[config.mk]
export PLATFORM = sky130hd
export DESIGN_NAME = conv_window_scheduler
export DESIGN_NICKNAME = d
export VERILOG_FILES = /design/src/rtl/conv_pkg.sv /design/src/rtl/conv_sync_fifo.sv /design/src/rtl/conv_window_scheduler.sv
export SDC_FILE = /design/constraint.sdc
export NUM_CORES = 1
export LEC_CHECK = 0
export CORE_ASPECT_RATIO = 0.6
export CORE_MARGIN = 2
export CORE_UTILIZATION = 55
export CTS_BUF_LIST = sky130_fd_sc_hd__clkbuf_8 sky130_fd_sc_hd__clkbuf_16
export DETAILED_ROUTE_END_ITERATION = 10
export GPL_TIMING_DRIVEN = 0
export HOLD_SLACK_MARGIN = 0.06
export PLACE_DENSITY = 0.86
export SLEW_MARGIN = 20
export SYNTH_ARGS = -nofsm -noshare
export SYNTH_HDL_FRONTEND = slang
export SYNTH_HIERARCHICAL = 1
export SYNTH_SLANG_ARGS = --single-unit
[constraint.sdc]
create_clock -name clk -period 3.1 [get_ports clk]
set_input_delay 0.775 -clock clk [delete_from_list [all_inputs] [get_ports clk]]
set_output_delay 0.775 -clock clk [all_outputs]
set_load 0.005 [all_outputs]
[src/rtl/conv_pkg.sv]
// Shared state encoding and default widths for the convolution window scheduler.
package conv_pkg;
  typedef enum logic [1:0] {
    IDLE  = 2'd0,
    ISSUE = 2'd1,
    DRAIN = 2'd2,
    DONE  = 2'd3
  } conv_state_e;

  localparam int CONV_DATA_WIDTH = 16;
  localparam int CONV_KERNEL     = 3;
endpackage

[src/rtl/conv_sync_fifo.sv]
// Small flop-based FIFO with a combinational head; push and pop may coincide at any fill level.
module conv_sync_fifo #(
  parameter int WIDTH = 17,
  parameter int DEPTH = 4
) (
  input  logic                     clk,
  input  logic                     rst,
  input  logic                     push,
  input  logic [WIDTH-1:0]         push_data,
  input  logic                     pop,
  output logic [WIDTH-1:0]         head_data,
  output logic [$clog2(DEPTH):0]   count,
  output logic                     empty
);
  localparam int AW = $clog2(DEPTH);
  localparam int CW = AW + 1;

  logic [WIDTH-1:0] mem_q [DEPTH];
  logic [AW-1:0]    wr_ptr_q;
  logic [AW-1:0]    rd_ptr_q;
  logic [CW-1:0]    count_q;
  logic             do_pop;

  assign empty     = (count_q == '0);
  assign do_pop    = pop && !empty;
  assign head_data = mem_q[rd_ptr_q];
  assign count     = count_q;

  // Storage carries no reset; only the pointers define what is valid.
  always_ff @(posedge clk) begin
    if (push) begin
      mem_q[wr_ptr_q] <= push_data;
    end
  end

  always_ff @(posedge clk) begin
    if (rst) begin
      wr_ptr_q <= '0;
      rd_ptr_q <= '0;
      count_q  <= '0;
    end else begin
      if (push) begin
        wr_ptr_q <= wr_ptr_q + 1'b1;
      end
      if (do_pop) begin
        rd_ptr_q <= rd_ptr_q + 1'b1;
      end
      count_q <= count_q + CW'(push) - CW'(do_pop);
    end
  end
endmodule

[src/rtl/conv_window_scheduler.sv]
// Raster-order window request scheduler for one valid-mode KxK convolution pass,
// with fixed-latency return tracking and a credit-protected output FIFO.
module conv_window_scheduler
  import conv_pkg::*;
#(
  parameter int DATA_WIDTH = CONV_DATA_WIDTH,
  parameter int KERNEL     = CONV_KERNEL,
  parameter int DIM_WIDTH  = 10,
  parameter int MEM_LAT    = 2,
  parameter int FIFO_DEPTH = 4
) (
  input  logic                  clk,
  input  logic                  rst,
  input  logic                  start,
  input  logic [DIM_WIDTH-1:0]  img_h,
  input  logic [DIM_WIDTH-1:0]  img_w,
  output logic                  busy,
  output logic                  done,
  output logic                  cfg_err,
  output logic                  win_req_valid,
  input  logic                  win_req_ready,
  output logic [DIM_WIDTH-1:0]  win_row,
  output logic [DIM_WIDTH-1:0]  win_col,
  input  logic [DATA_WIDTH-1:0] tree_sum,
  output logic                  out_valid,
  input  logic                  out_ready,
  output logic [DATA_WIDTH-1:0] out_data,
  output logic                  out_last
);
  localparam int CW = $clog2(FIFO_DEPTH) + 1;
  localparam logic [1:0] S_IDLE  = IDLE;
  localparam logic [1:0] S_ISSUE = ISSUE;
  localparam logic [1:0] S_DRAIN = DRAIN;
  localparam logic [1:0] S_DONE  = DONE;
  localparam logic [DIM_WIDTH-1:0] K_DIM = DIM_WIDTH'(KERNEL);

  logic [1:0]           state_q, state_d;
  logic [DIM_WIDTH-1:0] h_q, h_d, w_q, w_d;
  logic [DIM_WIDTH-1:0] row_q, row_d, col_q, col_d;
  logic                 cfg_err_q, cfg_err_d;
  logic [CW-1:0]        inflight_q, inflight_d;
  logic [MEM_LAT-1:0]   sr_valid_q, sr_valid_d, sr_last_q, sr_last_d;

  logic [CW-1:0]        fifo_count;
  logic                 fifo_empty;
  logic [DATA_WIDTH:0]  fifo_head;
  logic                 accept, at_last, ret, pop, dims_ok;
  logic [CW:0]          outstanding;

  // Every accepted window owns a FIFO slot until popped, so a push can never hit a full FIFO.
  assign outstanding   = {1'b0, inflight_q} + {1'b0, fifo_count};
  assign win_req_valid = (state_q == S_ISSUE) && (outstanding < (CW+1)'(FIFO_DEPTH));
  assign accept        = win_req_valid && win_req_ready;
  assign at_last       = (row_q == h_q - K_DIM) && (col_q == w_q - K_DIM);
  assign ret           = sr_valid_q[MEM_LAT-1];
  assign out_valid     = !fifo_empty;
  assign pop           = out_valid && out_ready;
  assign out_data      = out_valid ? fifo_head[DATA_WIDTH-1:0] : '0;
  assign out_last      = out_valid && fifo_head[DATA_WIDTH];
  assign busy          = (state_q == S_ISSUE) || (state_q == S_DRAIN);
  assign done          = (state_q == S_DONE);
  assign cfg_err       = cfg_err_q;
  assign win_row       = row_q;
  assign win_col       = col_q;
  assign dims_ok       = (img_h >= K_DIM) && (img_w >= K_DIM);
  assign sr_valid_d    = (sr_valid_q << 1) | MEM_LAT'(accept);
  assign sr_last_d     = (sr_last_q << 1) | MEM_LAT'(accept && at_last);

  always_comb begin
    state_d   = state_q;
    h_d       = h_q;
    w_d       = w_q;
    row_d     = row_q;
    col_d     = col_q;
    cfg_err_d = 1'b0;
    case (state_q)
      S_IDLE: begin
        if (start) begin
          if (dims_ok) begin
            state_d = S_ISSUE;
            h_d     = img_h;
            w_d     = img_w;
            row_d   = '0;
            col_d   = '0;
          end else begin
            cfg_err_d = 1'b1;
          end
        end
      end
      S_ISSUE: begin
        if (accept) begin
          if (at_last) begin
            state_d = S_DRAIN;
          end else if (col_q == w_q - K_DIM) begin
            col_d = '0;
            row_d = row_q + 1'b1;
          end else begin
            col_d = col_q + 1'b1;
          end
        end
      end
      S_DRAIN: begin
        // The last beat is always the youngest entry, so popping it empties the pipeline.
        if (pop && out_last && (inflight_q == '0) && (fifo_count == CW'(1))) begin
          state_d = S_DONE;
        end
      end
      default: state_d = S_IDLE;
    endcase
  end

  always_comb begin
    inflight_d = inflight_q;
    if (accept && !ret) begin
      inflight_d = inflight_q + 1'b1;
    end else if (!accept && ret) begin
      inflight_d = inflight_q - 1'b1;
    end
  end

  always_ff @(posedge clk) begin
    if (rst) begin
      state_q    <= S_IDLE;
      h_q        <= '0;
      w_q        <= '0;
      row_q      <= '0;
      col_q      <= '0;
      cfg_err_q  <= 1'b0;
      inflight_q <= '0;
      sr_valid_q <= '0;
      sr_last_q  <= '0;
    end else begin
      state_q    <= state_d;
      h_q        <= h_d;
      w_q        <= w_d;
      row_q      <= row_d;
      col_q      <= col_d;
      cfg_err_q  <= cfg_err_d;
      inflight_q <= inflight_d;
      sr_valid_q <= sr_valid_d;
      sr_last_q  <= sr_last_d;
    end
  end

  conv_sync_fifo #(
    .WIDTH (DATA_WIDTH + 1),
    .DEPTH (FIFO_DEPTH)
  ) u_fifo (
    .clk       (clk),
    .rst       (rst),
    .push      (ret),
    .push_data ({sr_last_q[MEM_LAT-1], tree_sum}),
    .pop       (pop),
    .head_data (fifo_head),
    .count     (fifo_count),
    .empty     (fifo_empty)
  );
endmodule

==> flow_summary_export.csv, run 1 <==
group,metric,value,unit
status,outcome,"complete, no violations",
worst_setup_path,crit_cells,10,
detailed_routing,wire_per_inst,20.8,um
clocking,cts_buffers,17,
cells_and_area,nets,666,
detailed_routing,drt_wl_total,15700,um
die,die_x,139,um
pwr,ir_drop,0.517,mV
pwr,power.leakage,0.00294,uW
clocking,clk_pin_slew_worst_paths,60,ps
die,fp-row-count,29,
worst_setup_path,slowest_stage,"a2111oi_4",
cells_and_area,syn_to_final_growth,29.0,%
global_routing,antenna_found_initial,0,
global_routing,grt_overflow,0,
synthesis,yosys_warnings,6,
worst_setup_path,cp-end-kind,"flip-flop",
worst_setup_path,cp_num_buf_inv,2,
placed_design,place_congestion,0.907,
synthesis,synth_seq_cells,127,
detailed_routing,antenna_left,0,
worst_setup_path,crit-reg2reg-capture,"win_row[8]$_SDFFE_PP0P_",
clocking,cts_hold_buf,0,
detailed_routing,post-route-drc-count,0,
worst_setup_path,r2r_setup_slack,80,ps
cells_and_area,n_antenna_cell,0,
worst_setup_path,cp_top_family,"compound AO/OA/AOI/OAI gates",
worst_setup_path,startpoint,"h_q[2]$_SDFFE_PP0P_",
synthesis,synth_cells,499,
worst_setup_path,start_kind,"flip-flop",
placed_design,dpl_cell_area,7050,um2
detailed_routing,via_per_inst,6.14,
timing,fin_worst_skew,8.02,ps
timing,tns,0,ps
clocking,cts_tree,"yes",
pwr,power.density,688,nW/um2
placed_design,portBuffers,82,
synthesis,yosys-top-cells-area,"edfxtp_1 (34%), dfxtp_1 (20%), mux2i_1 (4.1%)",
synthesis,synth_top_area_share,33.7,%
global_routing,grt_max_degree,18,
global_routing,grt_pass1_vias,4611,
worst_hold_path,worstHoldStart,"sr_last_q[0]$_SDFF_PP0_",
synthesis,synth_edf_count,68,
detailed_routing,dr_total_vias,4645,
placed_design,dpl.hpwl,10200,um
clocking,htree_num_levels,4,
worst_setup_path,slowest_delay,560,ps
timing,max_slew.worst_pin.slew,950,ps
worst_setup_path,ff2ff_path_depth,10,
die,initial_utilization,56.9,%
cells_and_area,fill_cells,619,
timing,slew_headroom,36.6,%
synthesis,synth.most_common_cell,"edfxtp_1",
die,coreArea,10600,um2
synthesis,yosysUniqueCellTypes,62,
cells_and_area,layout-drive-gt1-share,13.3,%
clocking,clock_tree.root_cell,"clkbuf_16",
detailed_routing,drtIter0Drc,369,
synthesis,syn_avg_cell_area,12.1,um2
timing,period_minus_slack,3020,ps
die,die_h,85.3,um
global_routing,grt_first_pass_wirelength,24400,um
clocking,clk_latency,420,ps
worst_setup_path,critPathMaxFanout,8,
global_routing,gr-usage-all-layers,26.9,%
cells_and_area,fin_area,7810,um2
timing,finalMaxSlewViolations,0,
clocking,clkSinkCount,127,
synthesis,yosysSeqAreaShare,53.2,%
timing,fin_crit_sh,97.3,%
synthesis,synth-main-ff-cell,"edfxtp_1",
worst_hold_path,hold_path_class,"reg2reg",
clocking,clockBufferDepth,2,
worst_hold_path,holdPathStages,1,
timing,setup_viol_count_final,0,
synthesis,syn_nets,560,
die,die-area,11900,um2
die,io_pins,83,
synthesis,async_reset_ff_share,0,%
placed_design,placed_cells,720,
synthesis,yosysTopAreaCell,"edfxtp_1",
synthesis,synth_area,6050,um2
worst_setup_path,worst_ep_arrival_time,3370,ps
detailed_routing,first_pass_iters,4,
synthesis,yosys-top-cells-count,"edfxtp_1 (68), dfxtp_1 (59), nor2_1 (45)",
timing,finalHoldViolCount,0,
worst_setup_path,crit_type,"reg2reg",
worst_setup_path,worstPathRequired,3460,ps
worst_setup_path,cpMostUsedCell,"a2111oi_4",
worst_setup_path,r2r-start,"h_q[2]$_SDFFE_PP0P_",
run,maxCapViolCount,0,
worst_setup_path,path_cells,"buf_2, a2111oi_4, xor2_1, nor3_1, o311a_1, a2111oi_4, buf_4, nand3_2, or4_1, nand3_1",
cells_and_area,fin_cells,757,
worst_hold_path,min_to,"sr_last_q[1]$_SDFF_PP0_",
timing,fmax,331,MHz
[through the flow]
stage / hold slack [ps] / util, % / total power [uW] / setup WS [ps]
CTS: 448 / 72.6 / 5300 / -4.74
global route: 467 / 73.5 / 5570 / -78.3
floorplan: 414 / - / 2700 / 337
detailed placement: 436 / 66.3 / 3080 / -128
global placement: 421 / 66.3 / 3000 / -61.7
finish: 445 / 73.5 / 5370 / 83.3
[cell type report]
| cell class | instances | area, um2 | share of cell area, % |
|---|---|---|---|
| flip-flops and latches | 127 | 3230 | 41.3 |
| multi-input cells | 338 | 2740 | 35.1 |
| repair buffers | 88 | 866 | 11.1 |
| clock buffers | 18 | 439 | 5.62 |
| clock inverters | 14 | 214 | 2.74 |
| well taps | 139 | 174 | 2.23 |
| plain buffers | 17 | 93.8 | 1.20 |
| inverters | 16 | 60.1 | 0.769 |
[timing repair]
action                                  CTS  global route
endpoints found under the setup margin   24            26
buffers inserted                          0             6
pin swaps                                 0             5
gates resized for setup                   5            14
[state kept, by name, indices dropped and copies added, names as in the netlist, named ones only]
name,cells
u_fifo/wr_ptr_q,2
h_q,10
cfg_err,1
win_row,10
u_fifo/count,3
sr_last_q,2
u_fifo/mem_q,68
u_fifo/rd_ptr_q,2
sr_valid_q,2
w_q,10
state_q,2
inflight_q,3
win_col,10
[kinds of logic (layout without fill, tap and decap cells)]
group	after synthesis	in the layout	synth area share [%]
XOR/XNOR	24	24	3.70
adder cells (fa/ha/maj)	20	20	4.38
buffers and inverters	34	153	2.56
flip-flops	127	127	53.2
AO/OA/AOI/OAI	74	74	8.81
multiplexers	46	46	11.6
AND/OR/NAND/NOR	174	174	15.7
[worst reg2reg max path, stage by stage, from the launching register on]
cell and delay, ps:
dfxtp_1 290, buf_2 160, a2111oi_4 560, xor2_1 200
nor3_1 80, o311a_1 440, a2111oi_4 300, buf_4 190
nand3_2 110, or4_1 530, nand3_1 90
[worst max-delay path by stage]
stage / end / slack, ps
final: win_row[8]$_SDFFE_PP0P_ / 80
after global routing: win_col[2]$_SDFFE_PP0P_ / -80
after CTS: win_col[2]$_SDFFE_PP0P_ / -5
after detailed placement: win_col[4]$_SDFFE_PP0P_ / -130
after global placement: win_col[7]$_SDFFE_PP0P_ / -60
after floorplan: win_row[8]$_SDFFE_PP0P_ / 340
[placed cells by master (no fill, tap or decap), types with 3 or more instances in the layout]
| cell type | count |
|---|---|
| clkdlybuf4s50_1 | 82 |
| edfxtp_1 | 68 |
| dfxtp_1 | 57 |
| nor2_1 | 45 |
| nor2b_1 | 27 |
| mux2i_1 | 25 |
| o21ai_0 | 23 |
| nand2_1 | 18 |
| ha_1 | 18 |
| inv_1 | 17 |
| clkbuf_16 | 17 |
| a21oi_1 | 15 |
| and3_1 | 14 |
| nand3_1 | 14 |
| xor2_1 | 14 |
| mux4_2 | 10 |
| xnor2_1 | 9 |
| nand4_1 | 8 |
| clkbuf_1 | 7 |
| mux4_1 | 7 |
| and2_1 | 6 |
| nor4_1 | 6 |
| buf_4 | 6 |
| nand2b_1 | 5 |
| a211oi_1 | 5 |
| bufinv_16 | 5 |
| o31ai_1 | 4 |
| mux2_2 | 4 |
| clkinvlp_4 | 4 |
| buf_1 | 3 |
| buf_2 | 3 |
| nor3_1 | 3 |
| o21a_1 | 3 |
| o31a_1 | 3 |
| or3_1 | 3 |
| o31ai_4 | 3 |
| or3b_2 | 3 |
| inv_6 | 3 |
[layer usage]
| metal | GRT usage [%] | vias to the layer above | routed length (um) |
|---|---|---|---|
| met5 | 0 | - | 0 |
| li1 | - | 2087 | - |
| met1 | 34.7 | 2296 | 6540 |
| met4 | 10.2 | 0 | 354 |
| met2 | 44.6 | 224 | 7700 |
| met3 | 6.77 | 38 | 1140 |
[where the power goes]
part / total (uW) / internal (uW) / leakage, uW / switching, uW
Sequential: 2010 / 1870 / 0.00110 / 136
Clock: 2210 / 1450 / 0.000308 / 758
Combinational: 1160 / 540 / 0.00153 / 615
No activity file was read; power rests on OpenSTA's default activity.
==> run 2: changes to the inputs <==
CAP_MARGIN = 15   (was default)
CORE_UTILIZATION = 25   (was 55)
PLACE_DENSITY = 0.49   (was 0.86)
==> run 2 against run 1 <==
Via count decreased by 7.8%. Final area is 1.7% higher. Hold slack better by 2.5 ps. Largest cell class unchanged. Clock skew is 1.2 ps higher. Sequential share of layout area down 0.67 points. Wire length down 3.2%. Global-route usage is 15 points lower. Register-to-register slack better by 20 ps. First-iteration DRC count is 37% lower. Sequential power barely moved. Die area grew 110%.
==> flow_summary_export.csv, run 2 (synthesis gave the netlist of run 1 again) <==
group,metric,value,unit
status,outcome,"complete, no violations",
timing,setup_viol_count_final,0,
clocking,cts_hold_buf,0,
detailed_routing,first_pass_iters,4,
die,io_pins,83,
die,initial_utilization,25.2,%
detailed_routing,drtIter0Drc,231,
timing,fin_crit_sh,96.6,%
die,coreArea,24000,um2
worst_setup_path,worst_ep_arrival_time,3360,ps
timing,finalHoldViolCount,0,
detailed_routing,dr_total_vias,4284,
pwr,internal-power,3540,uW
pwr,power.leakage,0.00290,uW
timing,setup_slack,104,ps
die,die_h,125,um
global_routing,antenna_found_initial,0,
cells_and_area,layout-drive-gt1-share,13.0,%
clocking,clock_tree.root_cell,"clkbuf_16",
clocking,clk_latency,420,ps
pwr,pwr-share-clk,39.2,%
detailed_routing,via_per_inst,4.57,
clocking,clk_pin_slew_worst_paths,60,ps
pwr,power_frac_seq,39.4,%
global_routing,gr-usage-all-layers,12.4,%
cells_and_area,largest_reg_flops,68,
cells_and_area,regArea,3230,um2
cells_and_area,fill_cells,2414,
worst_hold_path,hold_path_class,"reg2reg",
pwr,ir_drop,0.324,mV
pwr,p_comb_share,21.4,%
timing,max_slew.worst_pin.slew,996,ps
cells_and_area,layout_common_cells,"clkdlybuf4s50_1 (82), edfxtp_1 (68), dfxtp_1 (56)",
pwr,p_sw_share,30.4,%
detailed_routing,antenna_left,0,
placed_design,place_congestion,0.767,
cells_and_area,nets,664,
clocking,clockBufferDepth,2,
clocking,clkSinkCount,127,
die,die-area,25500,um2
placed_design,dpl.hpwl,11300,um
clocking,cts_buffers,17,
worst_setup_path,critPathMaxFanout,8,
pwr,power.density,640,nW/um2
cells_and_area,final_common_cell,"clkdlybuf4s50_1",
pwr,power_switching,1540,uW
timing,fmax,334,MHz
detailed_routing,drt_wl_total,15200,um
detailed_routing,post-route-drc-count,0,
global_routing,grt_pass1_vias,4365,
placed_design,dpl_cell_area,7290,um2
worst_setup_path,start_kind,"flip-flop",
worst_setup_path,crit_type,"reg2reg",
die,die_x,205,um
global_routing,grt_max_degree,18,
detailed_routing,wire_per_inst,16.2,um
placed_design,dpl_worst_slack,-196,ps
timing,slew_headroom,33.6,%
global_routing,grt_overflow,0,
placed_design,portBuffers,82,
die,fp-row-count,44,
global_routing,grt_first_pass_wirelength,24200,um
run,maxCapViolCount,0,
cells_and_area,top_register,"u_fifo/mem_q",
cells_and_area,fin_area,7940,um2
cells_and_area,syn_to_final_growth,31.2,%
cells_and_area,multi_input_area,2710,um2
worst_setup_path,worstPathRequired,3470,ps
worst_setup_path,cp-end-kind,"flip-flop",
timing,period_minus_slack,3000,ps
cells_and_area,n_antenna_cell,0,
clocking,cts_tree,"yes",
clocking,htree_num_levels,4,
timing,finalMaxSlewViolations,0,
timing,fin_worst_skew,9.24,ps
[run 2: what timing repair did]
item / in CTS / in global routing
endpoints found under the setup margin: 5 / 27
pin swaps: 0 / 6
setup buffers: 0 / 3
resized for setup: 2 / 14
[run 2: power groups by stage]
| stage | Clock [uW] | Combinational (uW) | Sequential [uW] |
|---|---|---|---|
| 2_1_floorplan | 0 | 709 | 1990 |
| 3_3_place_gp | 0 | 1030 | 2030 |
| 3_5_place_dp | 0 | 1070 | 2030 |
| 4_1_cts | 2040 | 1080 | 2000 |
| 5_1_grt | 2110 | 1220 | 2020 |
| 6_report | 1990 | 1090 | 2000 |
[run 2: cell type report]
class | count | share of cell area (%)
Sequential cell | 127 | 40.6
Clock buffer | 17 | 5.36
Inverter | 16 | 0.756
Multi-Input combinational cell | 338 | 34.1
Clock inverter | 15 | 2.11
Tap cell | 322 | 5.07
Buffer | 17 | 1.24
Timing Repair Buffer | 86 | 10.7
[run 2: through the flow]
step                hold WS, ps  setup TNS (ps)  cells  power [uW]  util [%]
floorplan                   414               0    499        2700         -
global placement            430           -8440    903        3060      30.3
detailed placement          434           -3770    904        3100      30.4
CTS                         449               0    936        5120      32.9
global route                477           -8.15    938        5340      33.1
finish                      448               0    938        5080      33.1
[run 2: critical path, cell delays in order (launching register included)]
cell       delay [ps]
dfxtp_1           370
or4_4             570
o21a_1            200
o21a_1            170
o31a_1            380
a2111oi_4         330
buf_4             190
nand3_2           110
or4_1             530
nand3_1            90
[run 2: worst paths after layout]
path                                          startpoint                       end  slack [ps]  cells past startpoint
worst max register to register       w_q[2]$_SDFFE_PP0P_   win_row[8]$_SDFFE_PP0P_         100                      9
worst min-delay path            sr_valid_q[0]$_SDFF_PP0_  sr_valid_q[1]$_SDFF_PP0_         450                      1
worst min register to register  sr_valid_q[0]$_SDFF_PP0_  sr_valid_q[1]$_SDFF_PP0_         450                      1
worst max-delay path                 w_q[2]$_SDFFE_PP0P_   win_row[8]$_SDFFE_PP0P_         100                      9
[run 2: metal layers]
layer | wire (um) | global-route usage (%) | vias to the layer above | share of wire (%)
li1 | - | - | 2081 | -
met4 | 165 | 3.64 | 0 | 1.1
met5 | 0 | 0 | - | 0
met1 | 8020 | 18.1 | 2113 | 53
met2 | 6510 | 18.1 | 77 | 43
met3 | 533 | 3.01 | 13 | 3.5
==> run 3: changes to the inputs <==
SETUP_SLACK_MARGIN = 0.05   (was default)
SYNTH_HIERARCHICAL = default   (was 1)
==> run 3 against run 2 <==
Sequential share of layout area rose by 0.17 points. Synthesized area fell by 1.2%. First-iteration DRC count fell by 12%. Die area fell by 1.2%. Fmax rose by 3.8%. Critical endpoint is now win_row[4]$_SDFFE_PP0P_. Largest cell class unchanged.
==> flow_summary_export.csv, run 3 <==
group,metric,value,unit
worst_hold_path,min_to,"sr_valid_q[1]$_SDFF_PP0_",
global_routing,grt_first_pass_wirelength,23600,um
clocking,cts_buffers,17,
timing,rsz0062_at_grt,"false",
worst_setup_path,cp-end-kind,"flip-flop",
synthesis,synth_seq_cells,127,
worst_setup_path,r2r_setup_slack,210,ps
timing,fin_worst_skew,8.08,ps
detailed_routing,first_pass_iters,5,
clocking,clockBufferDepth,2,
detailed_routing,via_per_inst,4.66,
detailed_routing,drt_wl_total,15100,um
timing,setup_viol_count_final,0,
worst_setup_path,slowest_stage,"dfxtp_1",
placed_design,portBuffers,81,
clocking,htree_num_levels,4,
die,die-area,25200,um2
synthesis,syn_nets,554,
pwr,power.density,761,nW/um2
global_routing,gr-usage-all-layers,12.4,%
pwr,power.leakage,0.00287,uW
die,initial_utilization,25.7,%
cells_and_area,layout-drive-gt1-share,13.8,%
worst_setup_path,cp_top_family,"compound AO/OA/AOI/OAI gates",
timing,period_minus_slack,2890,ps
cells_and_area,nets,661,
clocking,cts_hold_buf,0,
global_routing,grt_max_degree,18,
cells_and_area,largest_reg_flops,68,
timing,finalHoldViolCount,0,
run,maxCapViolCount,0,
timing,slew_headroom,34.4,%
cells_and_area,layout_common_cells,"clkdlybuf4s50_1 (80), edfxtp_1 (68), dfxtp_1 (54)",
die,die_h,124,um
status,outcome,"complete, no violations",
timing,max_slew.worst_pin.slew,984,ps
synthesis,synth_area,5980,um2
synthesis,synth_cells,494,
cells_and_area,syn_to_final_growth,32.6,%
placed_design,dpl.hpwl,11100,um
worst_setup_path,ff2ff_path_depth,10,
cells_and_area,final_common_cell,"clkdlybuf4s50_1",
global_routing,grt_pass1_vias,4229,
worst_setup_path,crit_type,"reg2reg",
synthesis,synth-main-ff-cell,"edfxtp_1",
synthesis,yosys_warnings,0,
synthesis,yosysUniqueCellTypes,60,
detailed_routing,antenna_left,0,
die,die_x,204,um
synthesis,syn_avg_cell_area,12.1,um2
worst_setup_path,start_kind,"flip-flop",
synthesis,yosysSeqAreaShare,53.9,%
placed_design,dpl_cell_area,7190,um2
synthesis,async_reset_ff_share,0,%
clocking,clkSinkCount,127,
cells_and_area,top_register,"u_fifo.mem_q",
synthesis,synth_edf_count,68,
clocking,cts_tree,"yes",
detailed_routing,wire_per_inst,16.2,um
pwr,p_total,6030,uW
worst_setup_path,r2r-start,"w_q[1]$_SDFFE_PP0P_",
die,io_pins,83,
timing,fin_crit_sh,93.1,%
cells_and_area,fin_area,7930,um2
worst_setup_path,path_cells,"ha_1, xnor2_1, o211ai_1, a2111oi_1, nand4_1, buf_4, a211oi_4, buf_2, nor3_1, or3b_1",
worst_setup_path,slowest_delay,460,ps
placed_design,place_congestion,0.788,
detailed_routing,dr_total_vias,4330,
worst_hold_path,holdPathStages,1,
cells_and_area,utilization,34.0,%
synthesis,yosysTopAreaCell,"edfxtp_1",
die,fp-row-count,43,
worst_hold_path,worstHoldStart,"sr_valid_q[0]$_SDFF_PP0_",
synthesis,synth.most_common_cell,"edfxtp_1",
clocking,clk_latency,410,ps
detailed_routing,drtIter0Drc,203,
cells_and_area,n_antenna_cell,0,
worst_setup_path,crit-reg2reg-capture,"win_row[4]$_SDFFE_PP0P_",
synthesis,synth_top_area_share,34.1,%
timing,fmax,346,MHz
worst_setup_path,critPathMaxFanout,10,
worst_setup_path,worstPathRequired,3400,ps
detailed_routing,post-route-drc-count,0,
die,coreArea,23300,um2
synthesis,yosys-top-cells-count,"edfxtp_1 (68), dfxtp_1 (59), nor2_1 (39)",
clocking,clock_tree.root_cell,"clkbuf_16",
worst_setup_path,cp_num_buf_inv,2,
clocking,clk_pin_slew_worst_paths,60,ps
pwr,ir_drop,0.387,mV
worst_hold_path,hold_path_class,"reg2reg",
synthesis,yosys-top-cells-area,"edfxtp_1 (34%), dfxtp_1 (20%), mux4_2 (6.4%)",
global_routing,antenna_found_initial,0,
timing,finalMaxSlewViolations,0,
worst_setup_path,worst_ep_arrival_time,3180,ps
global_routing,grt_overflow,0,
## run 3: changes by cell type in the layout (fill, tap and decap cells not counted), sizes merged, moves of 5 or more
cell   change
nor3       +6
o21ai     -16
a31oi      +9
a41oi      +5
buf        +6
nor2       -6
o31ai      -6
xnor2     +14
nor2b      -7
## run 3: cell families after synthesis
| kind of cell | synth area share (%) |
|---|---|
| DFF | 53.9 |
| xor gates and xnor gates | 5.13 |
| adders and majority gates | 4.23 |
| buffers and inverters | 2.57 |
| AOI/OAI and AO/OA | 9.23 |
| muxes | 10.4 |
| and+or+nand+nor | 14.5 |
## run 3: stage by stage
| stage | hold slack, ps | instances | worst slack (ps) | setup TNS, ps |
|---|---|---|---|---|
| floorplan | 414 | 494 | 348 | 0 |
| global placement | 426 | 890 | -602 | -6560 |
| detailed placement | 422 | 890 | -542 | -6800 |
| CTS | 438 | 922 | 57.9 | 0 |
| global route | 461 | 929 | 39.5 | 0 |
| finish | 435 | 929 | 213 | 0 |
## run 3: worst max path at each step
stage | startpoint | endpoint | slack [ps] | cells after the start
after floorplan | u_fifo.count[2]$_SDFF_PP0_ | win_row[4]$_SDFFE_PP0P_ | 350 | 9
after global placement | flip-flop | out_data[6] | -600 | 5
after detailed placement | flip-flop | out_data[12] | -540 | 5
after CTS | inflight_q[2]$_SDFFE_PP0P_ | inflight_q[2]$_SDFFE_PP0P_ | 60 | 11
after global routing | w_q[1]$_SDFFE_PP0P_ | win_row[1]$_SDFFE_PP0P_ | 40 | 10
final | w_q[1]$_SDFFE_PP0P_ | win_row[4]$_SDFFE_PP0P_ | 210 | 10
## run 3: cell type report
| class | count | area [um2] |
|---|---|---|
| Clock inverter | 15 | 171 |
| Clock buffer | 17 | 425 |
| Buffer | 17 | 83.8 |
| Tap cell | 315 | 394 |
| Inverter | 21 | 78.8 |
| Multi-Input combinational cell | 327 | 2660 |
| Fill cell | 2323 | 15400 |
| Sequential cell | 127 | 3230 |
| Timing Repair Buffer | 90 | 877 |
## run 3: repair_timing
| action | 4_1_cts | 5_1_grt |
|---|---|---|
| pin swaps | 1 | 3 |
| gates cloned | 0 | 0 |
| endpoints found under the setup margin | 37 | 32 |
| setup buffers | 2 | 7 |
| gates resized for setup | 18 | 11 |
## run 3: power breakdown
group | internal [uW] | total [uW] | leakage (uW) | switching, uW
sequential | 1900 | 2090 | 0.00110 | 183
clock | 1260 | 2030 | 0.000296 | 768
combinational | 1000 | 1910 | 0.00147 | 909
total | 4170 | 6030 | 0.00287 | 1860
## run 3: routing by layer
metal	up-vias	routed length, um	global-route usage [%]
li1	2068	-	-
met4	0	177	4.24
met3	13	848	3.74
met5	-	0	0
met1	2140	7600	17.7
met2	109	6430	17.6
